===== config.mk =====
export PLATFORM = sky130hd
export DESIGN_NAME = ec_eng_seq_ctrl
export DESIGN_NICKNAME = d
export VERILOG_FILES = /design/src/rtl/ec_eng_seq_ctrl.sv
export SDC_FILE = /design/constraint.sdc
export NUM_CORES = 1
export LEC_CHECK = 0
export CORE_UTILIZATION = 42
export CTS_CLUSTER_DIAMETER = 60
export DETAILED_ROUTE_END_ITERATION = 8
export GPL_TIMING_DRIVEN = 0
export PLACE_DENSITY = 0.77
export SYNTH_ARGS = -nofsm -noshare
export SYNTH_HDL_FRONTEND = slang
export SYNTH_SLANG_ARGS = --single-unit

===== constraint.sdc =====
create_clock -name clk -period 3.9 [get_ports clk]
set_input_delay 0.39 -clock clk [delete_from_list [all_inputs] [get_ports clk]]
set_output_delay 0.39 -clock clk [all_outputs]
set_load 0.02 [all_outputs]

===== src/rtl/ec_eng_seq_ctrl.sv =====
// ec_eng_seq_ctrl
// Sequences NUM_ENG erasure-coding engines, run in lock-step, through a
// multi-packet encode job. For each packet the controller:
//   1. pulses the engine reset,
//   2. fetches cfg_k bitmatrix columns one at a time and gates engine
//      calculation for each column,
//   3. drains the engines and commits the packet to the output buffer.
// It also provides abort, a done pulse and a sticky configuration-error flag.
//
// Optional feature macro: EC_SEQ_PERF_CNT_EN
//   defined   : busy_cycles counts the cycles with busy=1. It saturates at
//               2^32-1 and clears on each accepted start.
//   undefined : busy_cycles is tied to 0.
//
// Ports
//   clk, rstn                        clock, async active-low reset
//   start, abort                     job control (start is sampled in IDLE only)
//   cfg_k, cfg_num_pkts, cfg_bm_base job configuration, latched on start
//   eng_empty, eng_new_col_req       engine status
//   bm_mem_rd_*                      bitmatrix memory read port
//   bm_col_data_out/_val             column register broadcast to the engines
//   eng_rstn_o                       engine reset, active-low
//   cntrl_inbuff_rd_en               input buffer read strobe
//   cntrl_eng_calc_en                engine calculate enable
//   cntrl_outbuff_wr_en              output buffer write strobe
//   busy, done, cfg_err              job status
//   busy_cycles                      performance counter
//
// state   | meaning
// IDLE    | waiting for start; config is checked here
// ENG_RST | engine reset pulse for the current packet
// FETCH   | one-cycle bitmatrix read request for col_idx
// WAIT_BM | waiting for read data; captured into the column register
// CALC    | engines calculating; leave on eng_new_col_req
// DRAIN   | waiting until all engines report empty
// WRITE   | one-cycle output buffer commit
// DONE    | one-cycle done pulse
module ec_eng_seq_ctrl #(
  parameter int NUM_ENG       = 2,
  parameter int K_MAX         = 8,
  parameter int BM_COL_W      = 64,
  parameter int BM_MEM_ADDR_W = 8,
  parameter int PKT_CNT_W     = 16,
  localparam int K_W          = $clog2(K_MAX + 1)
) (
  input  logic                     clk,
  input  logic                     rstn,
  input  logic                     start,
  input  logic                     abort,
  input  logic [K_W-1:0]           cfg_k,
  input  logic [PKT_CNT_W-1:0]     cfg_num_pkts,
  input  logic [BM_MEM_ADDR_W-1:0] cfg_bm_base,
  input  logic [NUM_ENG-1:0]       eng_empty,
  input  logic                     eng_new_col_req,
  input  logic [BM_COL_W-1:0]      bm_mem_rd_data,
  input  logic                     bm_mem_rd_data_val,
  output logic                     bm_mem_rd_rq,
  output logic [BM_MEM_ADDR_W-1:0] bm_mem_rd_addr,
  output logic [BM_COL_W-1:0]      bm_col_data_out,
  output logic                     bm_col_data_val,
  output logic                     eng_rstn_o,
  output logic                     cntrl_inbuff_rd_en,
  output logic                     cntrl_eng_calc_en,
  output logic                     cntrl_outbuff_wr_en,
  output logic                     busy,
  output logic                     done,
  output logic                     cfg_err,
  output logic [31:0]              busy_cycles
);

  typedef enum logic [2:0] {
    ST_IDLE, ST_ENG_RST, ST_FETCH, ST_WAIT_BM,
    ST_CALC, ST_DRAIN, ST_WRITE, ST_DONE
  } state_e;

  state_e                   state_q, state_d;
  logic [K_W-1:0]           k_q, k_d, col_q, col_d;
  logic [PKT_CNT_W-1:0]     npkt_q, npkt_d, pkt_q, pkt_d;
  logic [BM_MEM_ADDR_W-1:0] base_q, base_d, addr_q;
  logic [BM_COL_W-1:0]      col_data_q;
  logic                     col_val_q, col_val_d;
  logic                     cfg_err_q, cfg_err_d;
  logic                     eng_rstn_q, rd_rq_q, calc_en_q, inbuff_q, outbuff_q;
  logic                     busy_q, done_q;
  logic                     capture, first_col_cycle, abort_hit, cfg_bad;

  assign cfg_bad = (cfg_k == '0) || (cfg_k > K_W'(K_MAX)) || (cfg_num_pkts == '0);

  always_comb begin
    state_d         = state_q;
    k_d             = k_q;
    npkt_d          = npkt_q;
    base_d          = base_q;
    col_d           = col_q;
    pkt_d           = pkt_q;
    col_val_d       = col_val_q;
    cfg_err_d       = cfg_err_q;
    capture         = 1'b0;
    first_col_cycle = 1'b0;
    abort_hit       = 1'b0;

    case (state_q)
      ST_IDLE: begin
        if (start) begin
          if (cfg_bad) begin
            cfg_err_d = 1'b1;
          end else begin
            cfg_err_d = 1'b0;
            k_d       = cfg_k;
            npkt_d    = cfg_num_pkts;
            base_d    = cfg_bm_base;
            col_d     = '0;
            pkt_d     = '0;
            state_d   = ST_ENG_RST;
          end
        end
      end
      ST_ENG_RST: state_d = ST_FETCH;
      ST_FETCH:   state_d = ST_WAIT_BM;
      ST_WAIT_BM: begin
        if (bm_mem_rd_data_val) begin
          capture         = 1'b1;
          col_val_d       = 1'b1;
          first_col_cycle = 1'b1;
          state_d         = ST_CALC;
        end
      end
      ST_CALC: begin
        if (eng_new_col_req) begin
          col_val_d = 1'b0;
          if (col_q == (k_q - K_W'(1))) begin
            state_d = ST_DRAIN;
          end else begin
            col_d   = col_q + K_W'(1);
            state_d = ST_FETCH;
          end
        end
      end
      ST_DRAIN: begin
        if (&eng_empty) state_d = ST_WRITE;
      end
      ST_WRITE: begin
        if (pkt_q == (npkt_q - PKT_CNT_W'(1))) begin
          state_d = ST_DONE;
        end else begin
          pkt_d   = pkt_q + PKT_CNT_W'(1);
          col_d   = '0;
          state_d = ST_ENG_RST;
        end
      end
      ST_DONE:    state_d = ST_IDLE;
      default:    state_d = ST_IDLE;
    endcase

    // Abort overrides whatever the state decided above.
    if ((state_q != ST_IDLE) && abort) begin
      state_d         = ST_IDLE;
      abort_hit       = 1'b1;
      col_val_d       = 1'b0;
      capture         = 1'b0;
      first_col_cycle = 1'b0;
    end
  end

  // Every output is registered from the next state. Each strobe is
  // therefore high in the same cycle as the state it belongs to.
  always_ff @(posedge clk or negedge rstn) begin
    if (!rstn) begin
      state_q    <= ST_IDLE;
      k_q        <= '0;
      npkt_q     <= '0;
      base_q     <= '0;
      col_q      <= '0;
      pkt_q      <= '0;
      col_val_q  <= 1'b0;
      col_data_q <= '0;
      cfg_err_q  <= 1'b0;
      eng_rstn_q <= 1'b0;
      rd_rq_q    <= 1'b0;
      addr_q     <= '0;
      calc_en_q  <= 1'b0;
      inbuff_q   <= 1'b0;
      outbuff_q  <= 1'b0;
      busy_q     <= 1'b0;
      done_q     <= 1'b0;
    end else begin
      state_q    <= state_d;
      k_q        <= k_d;
      npkt_q     <= npkt_d;
      base_q     <= base_d;
      col_q      <= col_d;
      pkt_q      <= pkt_d;
      col_val_q  <= col_val_d;
      cfg_err_q  <= cfg_err_d;
      if (capture) col_data_q <= bm_mem_rd_data;
      eng_rstn_q <= !((state_d == ST_ENG_RST) || abort_hit);
      rd_rq_q    <= (state_d == ST_FETCH);
      // The address uses the next column index because CALC->FETCH advances
      // col_idx on the same edge. Address wrap-around is intentional.
      addr_q     <= (state_d == ST_FETCH) ? (base_q + BM_MEM_ADDR_W'(col_d)) : '0;
      calc_en_q  <= (state_d == ST_CALC);
      inbuff_q   <= first_col_cycle;
      outbuff_q  <= (state_d == ST_WRITE);
      busy_q     <= (state_d != ST_IDLE);
      done_q     <= (state_d == ST_DONE);
    end
  end

`ifdef EC_SEQ_PERF_CNT_EN
  logic [31:0] perf_q;

  always_ff @(posedge clk or negedge rstn) begin
    if (!rstn) begin
      perf_q <= '0;
    end else if ((state_q == ST_IDLE) && (state_d == ST_ENG_RST)) begin
      perf_q <= '0;
    end else if (busy_q && (perf_q != '1)) begin
      perf_q <= perf_q + 32'd1;
    end
  end

  assign busy_cycles = perf_q;
`else
  assign busy_cycles = '0;
`endif

  assign bm_mem_rd_rq        = rd_rq_q;
  assign bm_mem_rd_addr      = addr_q;
  assign bm_col_data_out     = col_data_q;
  assign bm_col_data_val     = col_val_q;
  assign eng_rstn_o          = eng_rstn_q;
  assign cntrl_inbuff_rd_en  = inbuff_q;
  assign cntrl_eng_calc_en   = calc_en_q;
  assign cntrl_outbuff_wr_en = outbuff_q;
  assign busy                = busy_q;
  assign done                = done_q;
  assign cfg_err             = cfg_err_q;

endmodule

* Word level (Yosys, flattened, before mapping)
Cells that the tools add are included.
Word-level totals: flip-flop bits (word level) 132, bits of input ports 100, output and inout port bits 113, word-level logic and storage cells 89
Operators by class: add/subtract/negate cells 5, $lt $le $gt $ge 1, eq/ne operators 19, muxes and demuxes 29, bitwise gates (word level) 1, reduce and logical (&&, ||, !) cells 17
Operators by type and width (count):
- $mux 16 | 3
- $pmux 16 s2 | 1
- $mux 3 | 8
- $pmux 3 s8 | 1
- $eq 3x3->1 const B | 7
- $mux 4 | 5
- $add 16x1->16 const B | 1
- $eq 16x16->1 | 1
- $logic_not 16->1 | 1
- $sub 16x1->16 const B | 1
- $pmux 4 s3 | 1
- $eq 3x2->1 const B | 3
- $reduce_bool 3->1 | 3
- $add 8x4->8 | 1
- $mux 1 | 8
- $mux 8 | 1
- $eq 3x1->1 const B | 2
- $ne 2x2->1 const B | 3
- $ne 3x3->1 const B | 2
- $reduce_and 3->1 | 2
- $add 4x1->4 const B | 1
- $eq 4x4->1 | 1
- $gt 4x4->1 const B | 1
- $logic_not 4->1 | 1
- 10 further kinds | 13

* Longest topological paths before layout
Gate-level depths: netlist (run 1).
depth after elaboration 10, gate-level depth with buffers 18

* Least setup slack after synthesis (run 1)
No wires, ideal clock.
path kind reg2reg, start register npkt_q[0], end register addr_q[6], in the netlist bm_mem_rd_addr[6], library setup time 120 ps, arrival 3537 ps, data required time 3780 ps, path slack 242 ps, stages on the path, launching flop included 19, buffers on the path 0, clock period less this slack 3658 ps, cell sequence dfrtp_1 -> inv_1 -> ha_1 -> or4b_4 -> o31a_1 -> o32ai_1 -> a21o_1 -> and4_1 -> o211a_1 -> mux2_2 -> ha_1 -> inv_1 -> fa_1 -> nor2b_1 -> o21ai_0 -> nand2b_1 -> nand3_1 -> xor2_1 -> nor2_1
RTL lines:
- from (decl) | RTL line 78 | logic [PKT_CNT_W-1:0] npkt_q, npkt_d, pkt_q, pkt_d;
- from (signal assigned) | RTL line 189 | npkt_q <= npkt_d;
- $sub 16x1->16 | RTL line 143 | if (pkt_q == (npkt_q - PKT_CNT_W'(1))) begin
- $eq 16x16->1 | RTL line 143
- $mux 4 | RTL line 143
- $pmux 4 s3 | RTL line 102 | case (state_q)
- net col_d[0] | RTL line 77 | logic [K_W-1:0] k_q, k_d, col_q, col_d;
- $add 8x4->8 | RTL line 200 | addr_q <= (state_d == ST_FETCH) ? (base_q + BM_MEM_ADDR_W'(col_d)) : '0;
- $mux 8 | RTL line 200
- to (signal assigned) | RTL line 200
- to (decl) | RTL line 79 | logic [BM_MEM_ADDR_W-1:0] base_q, base_d, addr_q;
The timed path passes the listed nets, and every way through them passes these cells. A chain may end at the register's enable or synchronous reset.

* Worst setup path after layout (run 1)
start register npkt_q[1], end register addr_q[6], in the netlist bm_mem_rd_addr[6]
Same word-level chain as after synthesis.

==> impl_metrics.toml, run 1 <==
[floorplan]
dieWidth_um = 126
die-area_um2 = 15800
coreArea_um2 = 14800
io_pins = 213
initial_utilization_pct = 43.7
dieHeight_um = 126
std_cell_rows = 44

[placement]
placed_area_um2 = 8620
place_hpwl_um = 11500
io_buffers = 180
place.gp.congestion = 0.872
place_inst = 994
post-place-ws_ns = -0.194

[global_routing]
grt_max_degree = 85
grt-ovfl-total = 0
grt_use_total_pct = 20.7
grt_pass1_wl_um = 25800
antenna_found_initial = 0
grt_pass1_vias = 5176

[detailed_routing]
route.detailed.drc = 0
first_pass_iters = 4
num_vias = 5166
vias_per_cell = 5.01
wirelength_um = 15900
postRouteAntennaNets = 0
wire_per_inst_um = 15.4
first_iter_violations = 265

[yosys]
ys_seq_area_share_pct = 51.3
ys.warnings.count = 0
synth_area_per_cell_um2 = 10.8
syn_area_um2 = 6440
ys_dominant_reg_cell = "dfrtp_1"
synth-async-reset-ratio_pct = 100
synthCells = 598
synth-edff-count = 0
synth_seq_cells = 132
synth_cell_types = 61

[final_layout]
drive_above_1_share_pct = 19.7
fin_nets = 945
area_delta_synth_final_pct = 45.4
fin_cells = 1031
layout_common_cells = "clkdlybuf4s50_1 (179), dfrtp_1 (132), nand2_1 (95)"
design_area_um2 = 9370
final_common_cell = "clkdlybuf4s50_1"
fill_cells = 1233
antennaDiodeCount = 0
fin_util_pct = 63.5

[clock_tree]
clk_pin_slew_worst_paths_ns = 0.06
insertion_delay_ns = 0.41
cts_buffers = 17
ctsLongestPathBuffers = 2
cts_tree = "built"
cts_sinks = 132
root_buffer = "clkbuf_16"
cts.htree.levels = 4

[critical_path]
worst_ep_required_time_ns = 4.20
cp-start-kind = "flip-flop"
critical_path_class = "flip-flop to flip-flop"
cp-end-kind = "flip-flop"
max_stage_delay_ns = 0.48
slowest_stage = "or4b_4"
crit_path_cell_trace = "inv_2 > ha_4 > or4b_4 > o31a_1 > o32ai_2 > a21o_1 > and4_4 > o211a_4 > mux2_4 > ha_4 > inv_1 > fa_2 > nor2b_4 > o21ai_2 > nand2b_1 > nand3_1 > xor2_1 > nor2_1"
cpMostUsedCell = "ha_4"
critPathMaxFanout = 5
reg2reg_slack_ns = 0.15
cp.arrival_ns = 4.05

[sta]
setup_viol = 0
setup_ws_ns = 0.152
drv_slew = 0
fin_setup_tns_ns = 0
skew_ns = 0.00620
worstMarginPinSlew_ns = 0.702
max_freq_mhz = 267
whs_ns = 0.466
hold_viol_final = 0
finalCritPeriodShare_pct = 96.1
min_period_ns = 3.75
relSlewSlack_pct = 52.8

[status]
status = "complete, no violations"

[power]
seq_power_share_pct = 36.0
p_int_mw = 3.60
p_per_area_nw_per_um2 = 572
netSwitchingPower_mw = 1.76
ir_drop_v = 0.000315
switching_share_pct = 32.8
p_total_mw = 5.35
p_clk_share_pct = 29.1
pwr-share-comb_pct = 34.9
p_leak_nw = 4.23

[job]
maxCapViolCount = 0

[worst_hold_path]
hp-class = "primary input to async pin"
## cells in the mapped netlist, types with 7 or more instances
cell type	instances	area share, %
xor2_1	10	1.4
nand4_1	10	0.97
inv_1	12	0.70
nor4_1	10	0.97
nor3_1	13	1.0
ha_1	8	1.6
dfrtp_1	132	51
xnor2_1	18	2.4
nor2_1	21	1.2
nor2b_1	9	0.87
nand2_1	95	5.5
buf_4	32	3.7
or4_1	11	1.3
nand2b_1	7	0.68
o21ai_0	14	1.1
mux2_2	65	11
a21oi_1	20	1.6
nand3_1	12	0.93
clkbuf_1	18	1.0
## repair_timing
action                     in CTS  in global routing
buffers inserted                1                  5
setup endpoints to repair       4                  4
pin swaps                       0                  9
resized for setup               9                 19
hold endpoints to repair       48                  0
hold buffers                    1                  0
## metal layers
layer | vias up | wire [µm] | global-route usage, %
met1 | 2465 | 6660 | 25.1
met3 | 35 | 823 | 5.14
li1 | 2522 | - | -
met5 | - | 0 | 0
met2 | 144 | 7980 | 35.3
met4 | 0 | 413 | 8.79
## final timing paths
path | from | end | depth (start not counted)
max | npkt_q[1] | bm_mem_rd_addr[6] | 18
min | rstn | bm_col_data_out[26] | 2
max reg2reg | npkt_q[1] | bm_mem_rd_addr[6] | 18
min reg2reg | base_q[2] | base_q[2] | 2
max in group asynchronous | rstn | pkt_q[7] | 3
min in group clk | base_q[2] | base_q[2] | 2
## layout make-up
class / instances / area, µm² / area share (%)
well taps: 184 / 230 / 2.46
clock buffers: 22 / 474 / 5.06
multi-input cells: 427 / 2970 / 31.7
inverters: 12 / 45.0 / 0.481
repair buffers: 188 / 1890 / 20.1
flip-flops and latches: 132 / 3300 / 35.3
clock inverters: 8 / 101 / 1.08
plain buffers: 58 / 362 / 3.86
## cells by family (layout without fill, tap and decap cells)
logic type      Yosys count  count (layout)  share of synthesized area, %
simple gates            219             219                          17.6
other cells               1              32                        0.0582
flops                   132             132                          51.3
mux                      70              70                          12.1
compound gates           69              69                          7.01
xor+xnor                 28              28                          3.81
fa+ha+maj                 9               9                          1.86
buf+inv                  70             288                          6.27
## state kept, by name, summed over array words and instances (netlist names)
name / count
bm_mem_rd_rq: 1
col_q: 4
eng_rstn_o: 1
k_q: 4
cntrl_outbuff_wr_en: 1
npkt_q: 16
pkt_q: 16
bm_col_data_val: 1
busy: 1
cfg_err: 1
state_q: 3
bm_col_data_out: 64
cntrl_eng_calc_en: 1
cntrl_inbuff_rd_en: 1
done: 1
bm_mem_rd_addr: 8
base_q: 8
## power by group through the flow
stage          Combinational, mW  Sequential (mW)  Clock [mW]
3_3_place_gp                1.71             1.93           0
3_5_place_dp                1.74             1.95           0
6_report                    1.87             1.93        1.56
4_1_cts                     1.80             1.92        1.59
2_1_floorplan              0.851             2.12           0
5_1_grt                     2.02             1.97        1.66
## critical path: cells and delay by family (launching register included)
family / cells / cell delay (ns)
simple gates: 6 / 1.15
fa+ha+maj: 3 / 0.69
flops: 1 / 0.41
mux: 1 / 0.17
compound gates: 5 / 0.95
xor+xnor: 1 / 0.14
buf+inv: 2 / 0.14
Power figures use the tool's default switching activity.
==> inputs of run 2 (changes only) <==
--- a/config.mk
+++ b/config.mk
@@ -5,8 +5,11 @@
 export SDC_FILE = /design/constraint.sdc
 export NUM_CORES = 1
 export LEC_CHECK = 0
+export ABC_CLOCK_PERIOD_IN_PS = 3900
+export CAP_MARGIN = 0
 export CORE_UTILIZATION = 42
 export CTS_CLUSTER_DIAMETER = 60
+export CTS_CLUSTER_SIZE = 14
 export DETAILED_ROUTE_END_ITERATION = 8
 export GPL_TIMING_DRIVEN = 0
 export PLACE_DENSITY = 0.77
==> results of run 2 <==
No change in the layout: final DEF, timing and power equal those of run 1.
